`src/rtl/dlx_pkg.sv`:
```
// dlx_pkg: shared DLX constants for the MEM stage.
//   OP_*      : 6-bit opcodes found in instruction bits [31:26]
//   NOP_INST  : the all-zero instruction, used as a pipeline bubble
//   state_e   : MEM-stage control state (idle / waiting for memory)
//   is_mem_opcode() : true for the opcodes that access data memory
package dlx_pkg;

  localparam logic [5:0]  OP_LW    = 6'b000101;
  localparam logic [5:0]  OP_SW    = 6'b001010;
  localparam logic [5:0]  OP_ADDI  = 6'b001000;
  localparam logic [31:0] NOP_INST = 32'h0000_0000;

  typedef enum logic {
    S_IDLE = 1'b0,
    S_WAIT = 1'b1
  } state_e;

  function automatic logic is_mem_opcode(input logic [5:0] op);
    return (op == OP_LW) || (op == OP_SW);
  endfunction

endpackage

```
`src/rtl/mem_access_stage_if.sv`:
```
// mem_access_stage_if: data-memory request/acknowledge port of the MEM stage.
//   dmem_req   : request, held until ack or abort (stage -> memory)
//   dmem_we    : 1 = write, 0 = read               (stage -> memory)
//   dmem_addr  : byte address, ADDR_W bits         (stage -> memory)
//   dmem_wdata : store data                        (stage -> memory)
//   dmem_rdata : load data, valid with dmem_ack    (memory -> stage)
//   dmem_ack   : one-cycle completion strobe       (memory -> stage)
// modport master is the MEM stage, modport slave the data memory.
interface mem_access_stage_if #(
  parameter int ADDR_W = 16
) ();

  logic              dmem_req;
  logic              dmem_we;
  logic [ADDR_W-1:0] dmem_addr;
  logic [31:0]       dmem_wdata;
  logic [31:0]       dmem_rdata;
  logic              dmem_ack;

  modport master (
    output dmem_req, dmem_we, dmem_addr, dmem_wdata,
    input  dmem_rdata, dmem_ack
  );

  modport slave (
    input  dmem_req, dmem_we, dmem_addr, dmem_wdata,
    output dmem_rdata, dmem_ack
  );

endinterface

```
`src/rtl/mem_timeout_ctr.sv`:
```
// mem_timeout_ctr: cycle counter bounding how long a memory request may wait.
//   clk_i   : clock, rising edge
//   rst_ni  : synchronous active-low reset
//   clear_i : force the count to zero (has priority over en_i)
//   en_i    : count up by one
//   tc_o    : terminal count, high while the count equals TIMEOUT-1
module mem_timeout_ctr #(
  parameter int TIMEOUT = 64
) (
  input  logic clk_i,
  input  logic rst_ni,
  input  logic clear_i,
  input  logic en_i,
  output logic tc_o
);

  localparam int CW = (TIMEOUT > 2) ? $clog2(TIMEOUT) : 1;

  logic [CW-1:0] cnt_q;
  logic [CW-1:0] cnt_d;

  // next count: clear wins over increment
  always_comb begin
    cnt_d = cnt_q;
    if (clear_i) begin
      cnt_d = '0;
    end else if (en_i) begin
      cnt_d = cnt_q + CW'(1);
    end else begin
      cnt_d = cnt_q;
    end
  end

  // count register with synchronous reset
  always_ff @(posedge clk_i) begin
    if (!rst_ni) begin
      cnt_q <= '0;
    end else begin
      cnt_q <= cnt_d;
    end
  end

  assign tc_o = (cnt_q == CW'(TIMEOUT - 1));

endmodule

```
`src/rtl/mem_access_stage.sv`:
```
// mem_access_stage: DLX MEM stage.
// Takes the EX/MEM latch, performs LW/SW over a variable-latency req/ack
// data-memory port (stalling execute while busy) and presents registered
// MEM/WB outputs to writeback. Non-memory instructions pass in one cycle.
//   clock4, reset4        : clock (rising edge), synchronous active-low reset
//   alu_in4, bin4         : ALU result / effective address, store data
//   inst_in4, mem_en_in4  : instruction (opcode [31:26]), memory-op flag
//   stall4                : combinational hold request to execute
//   dmem                  : data-memory port (master side)
//   alu_out4, lmd_out4    : ALU result and loaded data to writeback
//   inst_out4             : instruction to writeback, 0 = bubble
//   mem_err4              : one-cycle pulse on bad address or timeout
module mem_access_stage
  import dlx_pkg::*;
#(
  parameter int ADDR_W   = 16,
  parameter int TIMEOUT  = 64,
  parameter int ALIGN_CK = 1
) (
  input  logic                      clock4,
  input  logic                      reset4,
  input  logic [31:0]               alu_in4,
  input  logic [31:0]               bin4,
  input  logic [31:0]               inst_in4,
  input  logic                      mem_en_in4,
  output logic                      stall4,
  mem_access_stage_if.master        dmem,
  output logic [31:0]               alu_out4,
  output logic [31:0]               lmd_out4,
  output logic [31:0]               inst_out4,
  output logic                      mem_err4
);

  state_e            state_q;
  logic              dmem_req_q;
  logic              dmem_we_q;
  logic [ADDR_W-1:0] dmem_addr_q;
  logic [31:0]       dmem_wdata_q;
  logic [31:0]       alu_out_q;
  logic [31:0]       lmd_out_q;
  logic [31:0]       inst_out_q;
  logic              mem_err_q;

  logic mem_op_s;
  logic is_sw_s;
  logic bad_s;
  logic tc_s;

  assign mem_op_s = mem_en_in4 & is_mem_opcode(inst_in4[31:26]);
  assign is_sw_s  = (inst_in4[31:26] == OP_SW);
  // Addresses with bit 31 set are outside data memory; misalignment only when enabled.
  assign bad_s    = alu_in4[31] | ((ALIGN_CK != 0) & (|alu_in4[1:0]));

  // Counter is zeroed while idle, so the first WAIT cycle sees count 0.
  mem_timeout_ctr #(.TIMEOUT(TIMEOUT)) u_ctr (
    .clk_i   (clock4),
    .rst_ni  (reset4),
    .clear_i (state_q == S_IDLE),
    .en_i    (state_q == S_WAIT),
    .tc_o    (tc_s)
  );

  // stall: hold execute while a good request is launched or still outstanding
  always_comb begin
    stall4 = 1'b0;
    case (state_q)
      S_IDLE:  stall4 = mem_op_s & ~bad_s;
      S_WAIT:  stall4 = ~dmem.dmem_ack & ~tc_s;
      default: stall4 = 1'b0;
    endcase
  end

  // control FSM plus all registered MEM/WB and memory-port outputs
  always_ff @(posedge clock4) begin
    if (!reset4) begin
      state_q      <= S_IDLE;
      dmem_req_q   <= 1'b0;
      dmem_we_q    <= 1'b0;
      dmem_addr_q  <= '0;
      dmem_wdata_q <= 32'h0000_0000;
      alu_out_q    <= 32'h0000_0000;
      lmd_out_q    <= 32'h0000_0000;
      inst_out_q   <= NOP_INST;
      mem_err_q    <= 1'b0;
    end else begin
      mem_err_q <= 1'b0;
      case (state_q)
        S_IDLE: begin
          alu_out_q <= alu_in4;
          lmd_out_q <= 32'h0000_0000;
          if (!mem_op_s) begin
            inst_out_q <= inst_in4;
          end else if (bad_s) begin
            inst_out_q <= NOP_INST;
            mem_err_q  <= 1'b1;
          end else begin
            state_q      <= S_WAIT;
            dmem_req_q   <= 1'b1;
            dmem_we_q    <= is_sw_s;
            dmem_addr_q  <= alu_in4[ADDR_W-1:0];
            dmem_wdata_q <= bin4;
            inst_out_q   <= NOP_INST;
          end
        end
        S_WAIT: begin
          // inputs are held by stall4, so the instruction is still on inst_in4
          if (dmem.dmem_ack) begin
            state_q    <= S_IDLE;
            dmem_req_q <= 1'b0;
            alu_out_q  <= alu_in4;
            inst_out_q <= inst_in4;
            lmd_out_q  <= dmem_we_q ? 32'h0000_0000 : dmem.dmem_rdata;
          end else if (tc_s) begin
            state_q    <= S_IDLE;
            dmem_req_q <= 1'b0;
            mem_err_q  <= 1'b1;
            inst_out_q <= NOP_INST;
            lmd_out_q  <= 32'h0000_0000;
          end else begin
            state_q <= S_WAIT;
          end
        end
        default: begin
          state_q    <= S_IDLE;
          dmem_req_q <= 1'b0;
        end
      endcase
    end
  end

  assign dmem.dmem_req   = dmem_req_q;
  assign dmem.dmem_we    = dmem_we_q;
  assign dmem.dmem_addr  = dmem_addr_q;
  assign dmem.dmem_wdata = dmem_wdata_q;
  assign alu_out4        = alu_out_q;
  assign lmd_out4        = lmd_out_q;
  assign inst_out4       = inst_out_q;
  assign mem_err4        = mem_err_q;

endmodule

```
`src/flat_wrapper.sv`:
```
// flat-port wrapper written by rule: the top's interface ports become plain ports
module mem_access_stage_flat import dlx_pkg::*;
#(
  parameter int ADDR_W   = 16,
  parameter int TIMEOUT  = 64,
  parameter int ALIGN_CK = 1
)
  (clock4, reset4, alu_in4, bin4, inst_in4, mem_en_in4, stall4, alu_out4, lmd_out4, inst_out4, mem_err4, dmem_dmem_req, dmem_dmem_we, dmem_dmem_addr, dmem_dmem_wdata, dmem_dmem_rdata, dmem_dmem_ack);
  mem_access_stage_if #(.ADDR_W(ADDR_W)) dmem_i ();
  input  logic clock4;
  input  logic reset4;
  input  logic [31:0] alu_in4;
  input  logic [31:0] bin4;
  input  logic [31:0] inst_in4;
  input  logic mem_en_in4;
  output logic stall4;
  output logic [31:0] alu_out4;
  output logic [31:0] lmd_out4;
  output logic [31:0] inst_out4;
  output logic mem_err4;
  output wire logic [$bits(dmem_i.dmem_req)-1:0] dmem_dmem_req;
  output wire logic [$bits(dmem_i.dmem_we)-1:0] dmem_dmem_we;
  output wire logic [$bits(dmem_i.dmem_addr)-1:0] dmem_dmem_addr;
  output wire logic [$bits(dmem_i.dmem_wdata)-1:0] dmem_dmem_wdata;
  input wire logic [$bits(dmem_i.dmem_rdata)-1:0] dmem_dmem_rdata;
  input wire logic [$bits(dmem_i.dmem_ack)-1:0] dmem_dmem_ack;
  assign dmem_dmem_req = dmem_i.dmem_req;
  assign dmem_dmem_we = dmem_i.dmem_we;
  assign dmem_dmem_addr = dmem_i.dmem_addr;
  assign dmem_dmem_wdata = dmem_i.dmem_wdata;
  assign dmem_i.dmem_rdata = dmem_dmem_rdata;
  assign dmem_i.dmem_ack = dmem_dmem_ack;
  mem_access_stage #(.ADDR_W(ADDR_W), .TIMEOUT(TIMEOUT), .ALIGN_CK(ALIGN_CK)) u_core (.clock4(clock4), .reset4(reset4), .alu_in4(alu_in4), .bin4(bin4), .inst_in4(inst_in4), .mem_en_in4(mem_en_in4), .stall4(stall4), .dmem(dmem_i), .alu_out4(alu_out4), .lmd_out4(lmd_out4), .inst_out4(inst_out4), .mem_err4(mem_err4));
endmodule
```
`config.mk`:
```
export PLATFORM = sky130hd
export DESIGN_NAME = mem_access_stage_flat
export DESIGN_NICKNAME = d
export VERILOG_FILES = /design/src/rtl/dlx_pkg.sv /design/src/rtl/mem_access_stage_if.sv /design/src/rtl/mem_timeout_ctr.sv /design/src/rtl/mem_access_stage.sv /design/src/flat_wrapper.sv
export SDC_FILE = /design/constraint.sdc
export NUM_CORES = 1
export LEC_CHECK = 0
export ABC_AREA = 1
export BUFFER_PORTS_ARGS = -buffer_cell sky130_fd_sc_hd__buf_4
export CORE_MARGIN = 1.5
export CORE_UTILIZATION = 48
export CTS_BUF_LIST = sky130_fd_sc_hd__clkbuf_4
export DETAILED_ROUTE_END_ITERATION = 10
export GPL_TIMING_DRIVEN = 0
export PLACE_DENSITY = 0.82
export SLEW_MARGIN = 40
export SYNTH_ARGS = -nofsm -noshare
export SYNTH_HDL_FRONTEND = slang
export SYNTH_HIERARCHICAL = 1
export SYNTH_SLANG_ARGS = --single-unit
```
`constraint.sdc`:
```
create_clock -name clock4 -period 1.95 [get_ports clock4]
set_input_delay 0 -clock clock4 [delete_from_list [all_inputs] [get_ports clock4]]
set_output_delay 0 -clock clock4 [all_outputs]
set_load 0.05 [all_outputs]
```
Yosys cells after proc, flatten, opt, wreduce, memory -nomap -nowiden
Cells that the tools add are included.

word-level totals
  input port bits = 132
  flip-flop bits (word level) = 154
  word-level logic and storage cells = 56
  output and inout port bits = 148

cells by class
  reduce and logical (&&, ||, !) cells = 5
  mux-type cells = 25
  $add $sub $neg = 1
  equality and inequality tests = 7
  bitwise gates (word level) = 8

operators by type and width
  kind                                                    number
  two-way mux 32 bit                                      6
  case mux 32 bit (2 select lines)                        3
  two-way mux 1 bit                                       12
  case mux 1 bit (2 select lines)                         4
  adder 6 x 1 -> 6 bit (second input constant)            1
  == test 6 x 3 -> 1 bit (second input constant)          1
  == test 6 x 4 -> 1 bit (second input constant)          1
  == test 6 bit (second input constant)                   1
  AND reduction 3 bit                                     2
  inequality test 2 bit (second input constant)           2
  NOT 1 bit                                               4
  AND 1 bit                                               3
  inequality test 3 bit (second input constant)           1
  inequality test 2 x 1 -> 1 bit (second input constant)  1
  AND reduction 2 bit                                     1
  OR reduction 2 bit                                      1
  logical OR 1 bit                                        1
  bitwise OR 1 bit                                        1

Longest topological paths before layout
Gate-level depths: netlist of run 1.

  depth in word-level cells = 5
  depth in mapped cells = 10
  mapped depth without buffers = 9

Cells and area by module
The synthesis of run 1 kept the hierarchy.

by module, submodules not included
  module            cells an instance  instances  area an instance (µm²)  seq. area each (µm²)
  mem_access_stage  824                1          5804.3                  2962.8
  mem_timeout_ctr   38                 1          271.5                   120.1

Worst setup path after synthesis of run 1
No wires, ideal clock.

  path kind = register to output
  from = reg u_core.state_q
  to = out stall4
  path buffers = 3
  data arrival time = 1.446 ns
  stages on the path, launching flop included = 7
  required time = 1.950 ns
  path slack = 0.504 ns
  cells stage by stage = dfxtp_1 -> buf_4 -> inv_4 -> nand4_2 -> buf_2 -> buf_6 -> nand2_1

between the ends
  longest elaborated chain between the ends = 2

RTL lines
  element                              RTL line                 source
  from (decl)                          mem_access_stage.sv:34   state_e state_q;
  from (signal assigned)               mem_access_stage.sv:76   state_q <= S_IDLE;
  from (signal assigned)               mem_access_stage.sv:97   state_q <= S_WAIT;
  from (signal assigned)               mem_access_stage.sv:108  state_q <= S_IDLE;
  NOT 1 bit (no source line)           n/a
  case mux 1 bit (2 select lines) (*)  mem_access_stage.sv:66   case (state_q)
  to (decl)                            flat_wrapper.sv:16       output logic stall4;

Mark *: on every way between the ends. The rest lies on a longest branch, timed or not.

Worst setup path after layout of run 1
  from = reg u_core.u_ctr.cnt_q[0]
  to = out stall4

between the ends
  longest elaborated chain between the ends = 4

RTL lines
  element                          RTL line                source
  from (decl)                      mem_timeout_ctr.sv:19   logic [CW-1:0] cnt_q;
  from (signal assigned)           mem_timeout_ctr.sv:39   cnt_q <= cnt_d;
  == test 6 bit                    mem_timeout_ctr.sv:43   assign tc_o = (cnt_q == CW'(TIMEOUT - 1));
  net u_core.tc_s                  mem_access_stage.sv:47  logic tc_s;
  NOT 1 bit                        mem_access_stage.sv:68  S_WAIT: stall4 = ~dmem.dmem_ack & ~tc_s;
  AND 1 bit                        mem_access_stage.sv:68
  case mux 1 bit (2 select lines)  mem_access_stage.sv:66

The timed path passes the listed nets, and every way through them passes these cells.

==> results of run 1 <==
final cells by class:
cell class / count / area (sq um) / area share, %
plain buffers: 54 / 268 / 2.66
flip-flops and latches: 154 / 3090 / 30.6
well taps: 168 / 210 / 2.08
diodes: 2 / 5.00 / 0.0496
repair buffers: 419 / 3480 / 34.6
inverters: 91 / 344 / 3.41
multi-input cells: 561 / 2400 / 23.8
clock buffers: 20 / 150 / 1.49
clock inverters: 12 / 130 / 1.29
kinds of logic (layout without fill, tap and decap cells):
logic type | count (synthesis) | in the layout | share of synthesized area (%)
and+or+nand+nor | 453 | 453 | 30.1
AOI/OAI and AO/OA | 107 | 107 | 8.81
adders and majority gates | 1 | 1 | 0.206
DFF | 154 | 154 | 50.7
buffers and inverters | 147 | 596 | 10.1
other | 0 | 2 | 0
registers in the layout (all words and copies together) (netlist names):
register	flops
u_core/dmem.dmem_we	1
u_core/state_q	1
u_core/mem_err4	1
u_core/alu_out4	32
u_core/u_ctr/cnt_q	6
u_core/lmd_out4	32
u_core/dmem.dmem_req	1
u_core/dmem.dmem_addr	16
u_core/dmem.dmem_wdata	32
u_core/inst_out4	32
worst min path at each step:
stage / to / slack [ns] / depth (start not counted)
after CTS: u_core/dmem.dmem_wdata[16] / 0.002 / 7
after global placement: u_core/dmem.dmem_wdata[29] / 0.22 / 3
after global routing: u_core/dmem.dmem_wdata[16] / 0.07 / 7
final: u_core/dmem.dmem_wdata[19] / 0.05 / 7
after floorplan: u_core/dmem.dmem_addr[13] / 0.13 / 2
after detailed placement: u_core/dmem.dmem_wdata[5] / 0.23 / 3
power groups by stage:
| stage | clock network, W | logic [W] | registers [W] |
|---|---|---|---|
| after global placement | 0 | 0.000783 | 0.00333 |
| after floorplan | 0 | 0.000145 | 0.00359 |
| after CTS | 0.00202 | 0.00101 | 0.00326 |
| after global routing | 0.00216 | 0.00109 | 0.00327 |
| final | 0.00200 | 0.00104 | 0.00326 |
| after detailed placement | 0 | 0.000787 | 0.00333 |
cells in the final DEF, fill, tap and decap left out, types with 7 or more instances in the layout:
master and instances:
clkbuf_1 33, dlygate4sd3_1 134, buf_1 7, a21oi_1 72
buf_6 7, buf_4 284, clkbuf_4 20, nor2_1 198
buf_2 7, dfxtp_1 151, nand4_1 32, inv_1 89
o21ai_0 35, nand2_1 210
Yosys cell counts (all sizes together):
master and number:
dfxtp 154, inv 91, a21oi 72, clkbuf 34, nor3 1, nand4 33, nand2 210, nand3 6
o21ai 35, ha 1, nor2 203, buf 22
worst register-to-register path: stages (launching register included):
cell and delay, ns:
dfxtp_4 0.41, inv_4 0.08, nand4_4 0.09, buf_4 0.24, clkbuf_1 0.42, nand2_1 0.16
nand2_1 0.14, nor2_1 0.06
metrics by stage:
stage	util, %	setup WS (ns)	total power, W
after floorplan	-	0.504	0.00374
after global placement	68.8	0.240	0.00411
after detailed placement	68.8	0.205	0.00412
after CTS	82.5	0.0196	0.00628
after global routing	82.9	0.0111	0.00652
final	82.9	0.0847	0.00630
timing repair:
item	in CTS	in global routing
pin swaps	3	1
resized for setup	8	4
setup buffers	3	4
endpoints found under the hold margin	151	0
setup endpoints to repair	1	2
hold buffers	134	0
per-layer routing:
| metal | vias up | GRT usage [%] |
|---|---|---|
| met5 | - | 0 |
| met4 | 0 | 24.0 |
| met3 | 119 | 10.7 |
| met2 | 471 | 60.8 |
| met1 | 3380 | 36.6 |
| li1 | 3531 | - |
==> results.toml, run 1 <==
[floorplanning]
fp.dieArea_sq_um = 13300
io_pins = 280
rows = 40
die_w_microns = 116
die_y_microns = 116
initial_core_util_pct = 50.0
coreArea_sq_um = 12200

[setup_path]
r2r_slack_ns = 0.25
timing.rr.end = "u_core/dmem.dmem_wdata[6]"
critPathLaunch = "u_core/u_ctr/cnt_q[0]"
cp.required_ns = 1.95
cp-end-kind = "output port"
endpoint = "stall4"
critPathMaxFanout = 3
crit_buf_inv = 3
critical_path_class = "reg2out"
cp_slowest_cell = "dfxtp_2"
cp.depth = 8
slowest_delay_ns = 0.39
cpLargestDelayFamily = "simple AND/OR/NAND/NOR gates"
worstRegToRegCells = 7
startpoint_type = "register"
cp_cell_sequence = "ha_4 > nand3_1 > nor2_2 > nor2_4 > buf_8 > inv_1 > nand2_1 > buf_6"
crit_arrival_ns = 1.87
regToRegStartpoint = "u_core/state_q"

[global_route]
grt_pass1_wl_mm = 36.0
track_usage_pct = 35.1
grt_max_degree = 17
grt_pass1_vias = 7466
grt.overflow.total = 0
grt_antenna_before_repair = 0

[timing]
slew_headroom_pct = 62.5
setup_viol = 0
fin_tns_setup_ns = 0
final.min_clock_period_ns = 1.87
hold_viol = 0
rsz0062_at_grt = "false"
finalCritPeriodShare_pct = 95.7
worstMarginPinSlew_ns = 0.559
max_freq_ghz = 0.536
clock_skew_ns = 0.0136
timing.hold.ws_ns = 0.0481
slew_viol_final = 0

[place]
gp_congestion = 0.824
place_inst = 1308
hpwlAfterDp_mm = 13.9
port_buffers = 278
placed_area_sq_um = 8370

[cts]
htree_levels = 4
clkTransAtPathRegs_ns = 0.12
clockBufferDepth = 2
cts_buffers = 17
clock-root-buffer = "clkbuf_4"
clk_latency_ns = 0.57
cts_tree = "done"
clock-sinks = 154

[route]
wl_met1_mm = 8.55
maxUsedRoutingLayer = "met4"
final_antenna_net_count = 0
drc = 0
first_pass_iters = 6
wl_met2_mm = 11.4
viasPerCell = 5.06
met3_length_mm = 2.16
first_iter_violations = 707
wire_per_inst_microns = 15.8
wirelength_mm = 23.5
routed-via-count = 7501

[synth]
yosys.area.top_type_share_pct = 50.7
yosysWarnings = 6
synth_nets = 995
ys_ff_latch = 154
yosysSeqAreaShare_pct = 50.7
syn_avg_cell_area_sq_um = 7.05
syn-cell-area_sq_um = 6080
synth_cells = 862
synth_top_cell_by_area = "dfxtp_1"
synth_cell_types = 21
synthTopCellsByArea = "dfxtp_1, nand2_1, nor2_1, a21oi_1, inv_1"

[hold_path]
hold_class = "in2reg"
min_from = "alu_in4[1]"

[pwr]
powerDensity_nw_per_um2 = 624
intPower_w = 0.00461
p_seq_share_pct = 51.8
p_sw_share_pct = 26.8
p_leak_nw = 5.10
pwr-share-clk_pct = 31.8
combPwrFrac_pct = 16.4
p_switching_w = 0.00169
ir_drop_uv = 527

[outcome]
status = "finished clean"

[flow_run]
drv_cap = 0

[cells_and_area]
design_area_sq_um = 10100
area_growth_pct = 66.0
drive_above_1_share_pct = 25.9
final_cells = 1481
final_nets = 1431
n_fill_cell = 700
Note: power is estimated with default switching activity, not from simulation.
==> run 2: changes to the inputs <==
- REMOVE_ABC_BUFFERS: not set -> 1
==> results.toml, run 2 (synthesis results as in run 1) <==
[outcome]
status = "finished clean"

[global_route]
grt_pass1_vias = 7343
track_usage_pct = 35.1
grt.overflow.total = 0
grt_max_degree = 84
grt_antenna_before_repair = 0
grt_pass1_wl_mm = 35.9

[floorplanning]
coreArea_sq_um = 12200
die_y_microns = 116
io_pins = 280
fp.dieArea_sq_um = 13300
die_w_microns = 116
initial_core_util_pct = 50.0
rows = 40

[cells_and_area]
final_cell_mix = "buf_4, nand2_1, nor2_1"
final_nets = 1395
layout_commonest_cell = "buf_4"
design_area_sq_um = 10100
drive_above_1_share_pct = 27.1
area_growth_pct = 66.4
n_fill_cell = 704
fin_util_pct = 83.1

[setup_path]
crit_arrival_ns = 1.84
startpoint_type = "register"
cp_cell_sequence = "ha_4 > nand3_1 > nor2_2 > nor2_4 > buf_12 > inv_1 > nand2_1 > buf_6"
crit_buf_inv = 3
cp_slowest_cell = "dfxtp_2"
critical_path_class = "reg2out"
cpLargestDelayFamily = "simple AND/OR/NAND/NOR gates"
critPathMaxFanout = 3
slowest_delay_ns = 0.38
cp-end-kind = "output port"
cp.required_ns = 1.95

[route]
viasPerCell = 5.08
routed-via-count = 7335
first_iter_violations = 673
wire_per_inst_microns = 16.6
first_pass_iters = 6
drc = 0
wirelength_mm = 23.9
final_antenna_net_count = 0

[timing]
finalCritPeriodShare_pct = 94.2
clock_skew_ns = 0.0168
setup_viol = 0
final.min_clock_period_ns = 1.84
max_freq_ghz = 0.544
timing.hold.ws_ns = 0.183
slew_viol_final = 0
slew_headroom_pct = 45.1
hold_viol = 0
worstMarginPinSlew_ns = 0.824
fin_ws_ns = 0.113

[cts]
clk_latency_ns = 0.59
htree_levels = 4
cts_buffers = 17
clockBufferDepth = 2
cts_tree = "done"
clkTransAtPathRegs_ns = 0.12
clock-root-buffer = "clkbuf_4"
clock-sinks = 154

[place]
gp_congestion = 0.787
pre_cts_ws_ns = -1.53
hpwlAfterDp_mm = 11.7
port_buffers = 279
placed_area_sq_um = 8230

[pwr]
powerDensity_nw_per_um2 = 628
p_leak_nw = 5.12
ir_drop_uv = 616
p_total_w = 0.00635

[flow_run]
drv_cap = 0

[hold_path]
hold_class = "in2reg"
run 2: area by class of cell:
type | count | area (sq um) | share of cell area (%)
Multi-Input combinational cell | 564 | 2450 | 24.2
Sequential cell | 154 | 3090 | 30.6
Tap cell | 168 | 210 | 2.08
Clock inverter | 14 | 155 | 1.54
Antenna cell | 2 | 5.00 | 0.0495
Clock buffer | 18 | 135 | 1.34
Inverter | 91 | 359 | 3.55
Timing Repair inverter | 1 | 8.76 | 0.0867
Timing Repair Buffer | 433 | 3700 | 36.6
run 2: routing by layer:
metal,wire length (microns),track usage (%)
met1,8510,36.9
met2,12000,60.3
met3,2120,12.6
met4,1290,21.5
met5,0,0
run 2: path summary, 6_finish.rpt:
check / start / to / slack [ns] / cells past startpoint
max: u_core/u_ctr/cnt_q[0] / stall4 / 0.11 / 8
min: bin4[29] / u_core/dmem.dmem_wdata[29] / 0.18 / 4
min reg2reg: u_core/lmd_out4[26] / u_core/lmd_out4[26] / 0.47 / 2
max reg2reg: u_core/state_q / u_core/dmem.dmem_wdata[30] / 0.19 / 5
run 2: stage by stage:
| step | setup TNS (ns) | std cells |
|---|---|---|
| 2_1_floorplan | -107.27 | 806 |
| 3_3_place_gp | -278.41 | 1253 |
| 3_5_place_dp | -111.59 | 1258 |
| 4_1_cts | 0 | 1440 |
| 5_1_grt | -0.00870 | 1443 |
| 6_report | 0 | 1445 |
run 2: tightest hold or removal path: cells and delay by family:
family	cells	cell delay (ns)
buf+inv	2	0.63
simple gates	2	0.11
run 2: where the power goes:
part	internal (W)	switching [W]	total [W]
Clock	0.000884	0.00117	0.00205
Sequential	0.00322	0.0000412	0.00326
Combinational	0.000484	0.000548	0.00103
Total	0.00459	0.00176	0.00635
run 2: timing repair:
| item | CTS | global route |
|---|---|---|
| pin swaps | 2 | 4 |
| endpoints found under the hold margin | 146 | 0 |
| hold buffers | 138 | 0 |
| buffers inserted | 8 | 2 |
| gates cloned | 4 | 1 |
| gates resized for setup | 8 | 5 |
| setup endpoints to repair | 121 | 2 |
==> run 3: changes to the inputs <==
- CELL_PAD_IN_SITES_DETAIL_PLACEMENT: not set -> 0
- CELL_PAD_IN_SITES_GLOBAL_PLACEMENT: not set -> 2
- CORE_UTILIZATION: 48 -> 25
- PLACE_DENSITY: 0.82 -> not set
- PLACE_DENSITY_LB_ADDON: not set -> 0.1
==> results.toml, run 3 (synthesis results as in run 1) <==
[place]
hpwlAfterDp_mm = 13.6
pre_cts_ws_ns = -0.973
gp_congestion = 0.700
port_buffers = 279

[pwr]
pwr-share-clk_pct = 30.1
powerDensity_nw_per_um2 = 582
combPwrFrac_pct = 16.6
p_seq_share_pct = 53.3
p_switching_w = 0.00186
ir_drop_uv = 276
p_leak_nw = 5.20
p_sw_share_pct = 30.4
intPower_w = 0.00426

[setup_path]
cp_slowest_cell = "dlygate4sd3_1"
critical_path_class = "in2reg"
startpoint_type = "input port"
slowest_delay_ns = 0.55
crit_top_cell = "nor2_1"
crit_arrival_ns = 2.29
critPathMaxFanout = 4
cp_cell_sequence = "dlygate4sd3_1 > buf_4 > nor2_1 > nand3_1 > nand2_1 > nand4_4 > buf_12 > nor2_1 > dlygate4sd3_1 > nor2_1"
cp-end-kind = "register"
cp.required_ns = 2.42

[cts]
cts_tree = "done"
clockBufferDepth = 2
clkTransAtPathRegs_ns = 0.16
clock-root-buffer = "clkbuf_4"
cts_buffers = 17
clk_latency_ns = 0.55
htree_levels = 4
clock-sinks = 154

[route]
wirelength_mm = 22.3
drc = 0
routed-via-count = 6672
first_pass_iters = 4
final_antenna_net_count = 0
viasPerCell = 4.15
wire_per_inst_microns = 13.9
first_iter_violations = 294

[timing]
worstMarginPinSlew_ns = 0.782
final.min_clock_period_ns = 1.82
fin_ws_ns = 0.133
max_freq_ghz = 0.550
setup_viol = 0
rsz0062_at_grt = "false"
clock_skew_ns = 0.0307
slew_viol_final = 0
hold_viol = 0
finalCritPeriodShare_pct = 93.2
slew_headroom_pct = 47.4

[global_route]
grt_pass1_wl_mm = 35.1
grt_pass1_vias = 6478
grt_antenna_before_repair = 1
grt.overflow.total = 0
track_usage_pct = 17.4
grt_max_degree = 84

[floorplanning]
rows = 56
coreArea_sq_um = 23700
die_y_microns = 159
die_w_microns = 159
initial_core_util_pct = 25.7
fp.dieArea_sq_um = 25200
io_pins = 280

[cells_and_area]
n_fill_cell = 2558
layout_commonest_cell = "buf_4"
final_cell_mix = "buf_4, nand2_1, nor2_1"
final_nets = 1407
area_growth_pct = 73.0
fin_util_pct = 44.4
drive_above_1_share_pct = 28.0

[hold_path]
hold_class = "in2reg"

[outcome]
status = "finished clean"

[flow_run]
drv_cap = 0
## run 3: cell count changes in the layout (fill, tap and decap cells not counted), sizes merged, moves of 3 or more
cell / before / now
clkinvlp: 2 / 5
bufinv: 3 / 0
buf: 294 / 303
clkinv: 9 / 3
bufbuf: 1 / 4
inv: 92 / 98
## run 3: path summary, 6_finish.rpt
check                           depth (start not counted)                start                        end  slack [ns]
worst min register to register                          2  u_core/lmd_out4[25]        u_core/lmd_out4[25]        0.47
worst max register to register                         10       u_core/state_q        u_core/inst_out4[6]        0.15
worst max-delay path                                   10         inst_in4[31]  u_core/dmem.dmem_addr[10]        0.13
worst min-delay path                                    4           alu_in4[1]             u_core/state_q        0.10
## run 3: layout make-up
class | instances | area (sq um) | area share [%]
Tap cell | 319 | 399 | 3.80
Clock inverter | 14 | 114 | 1.08
Multi-Input combinational cell | 563 | 2430 | 23.2
Sequential cell | 154 | 3090 | 29.4
Inverter | 91 | 369 | 3.51
Clock buffer | 18 | 135 | 1.29
Timing Repair inverter | 1 | 8.76 | 0.0833
Antenna cell | 1 | 2.50 | 0.0238
Timing Repair Buffer | 446 | 3960 | 37.6
## run 3: power groups by stage
| stage | logic (W) | clock network, W | registers [W] |
|---|---|---|---|
| 3_3_place_gp | 0.000790 | 0 | 0.00333 |
| 4_1_cts | 0.00103 | 0.00198 | 0.00326 |
| 2_1_floorplan | 0.000111 | 0 | 0.00359 |
| 5_1_grt | 0.00109 | 0.00211 | 0.00327 |
| 6_report | 0.00102 | 0.00184 | 0.00326 |
| 3_5_place_dp | 0.000797 | 0 | 0.00333 |
## run 3: layer usage
metal  up-vias  global-route usage, %  wire, microns
li1       3486                      -              -
met2       188                   28.1          10100
met4         0                   4.76            318
met5         -                      0              0
met1      2983                   21.8          10200
met3        15                   5.98           1610
## run 3: timing repair
action                                  in CTS  in global routing
hold buffers                               138                  0
endpoints found under the setup margin     117                 20
gates cloned                                 6                  1
buffers inserted                            13                  4
endpoints found under the hold margin      148                  0
pin swaps                                    3                  4
resized for setup                           11                  7
## run 3: worst max-delay path, delay by kind of cell
kind	cells	cell delay [ns]
buf+inv	4	1.43
simple gates	6	0.85
## run 3: metrics by stage
stage / instances / hold WS, ns / area (sq um) / power, W / TNS, ns
2_1_floorplan: 806 / 0.120 / 5810 / 0.00370 / -107.27
5_1_grt: 1607 / 0.0656 / 10500 / 0.00647 / 0
6_report: 1607 / 0.101 / 10500 / 0.00612 / 0
3_3_place_gp: 1404 / 0.222 / 8300 / 0.00412 / -349.27
3_5_place_dp: 1414 / 0.226 / 8580 / 0.00413 / -48.24
4_1_cts: 1601 / 0.00819 / 10400 / 0.00627 / 0
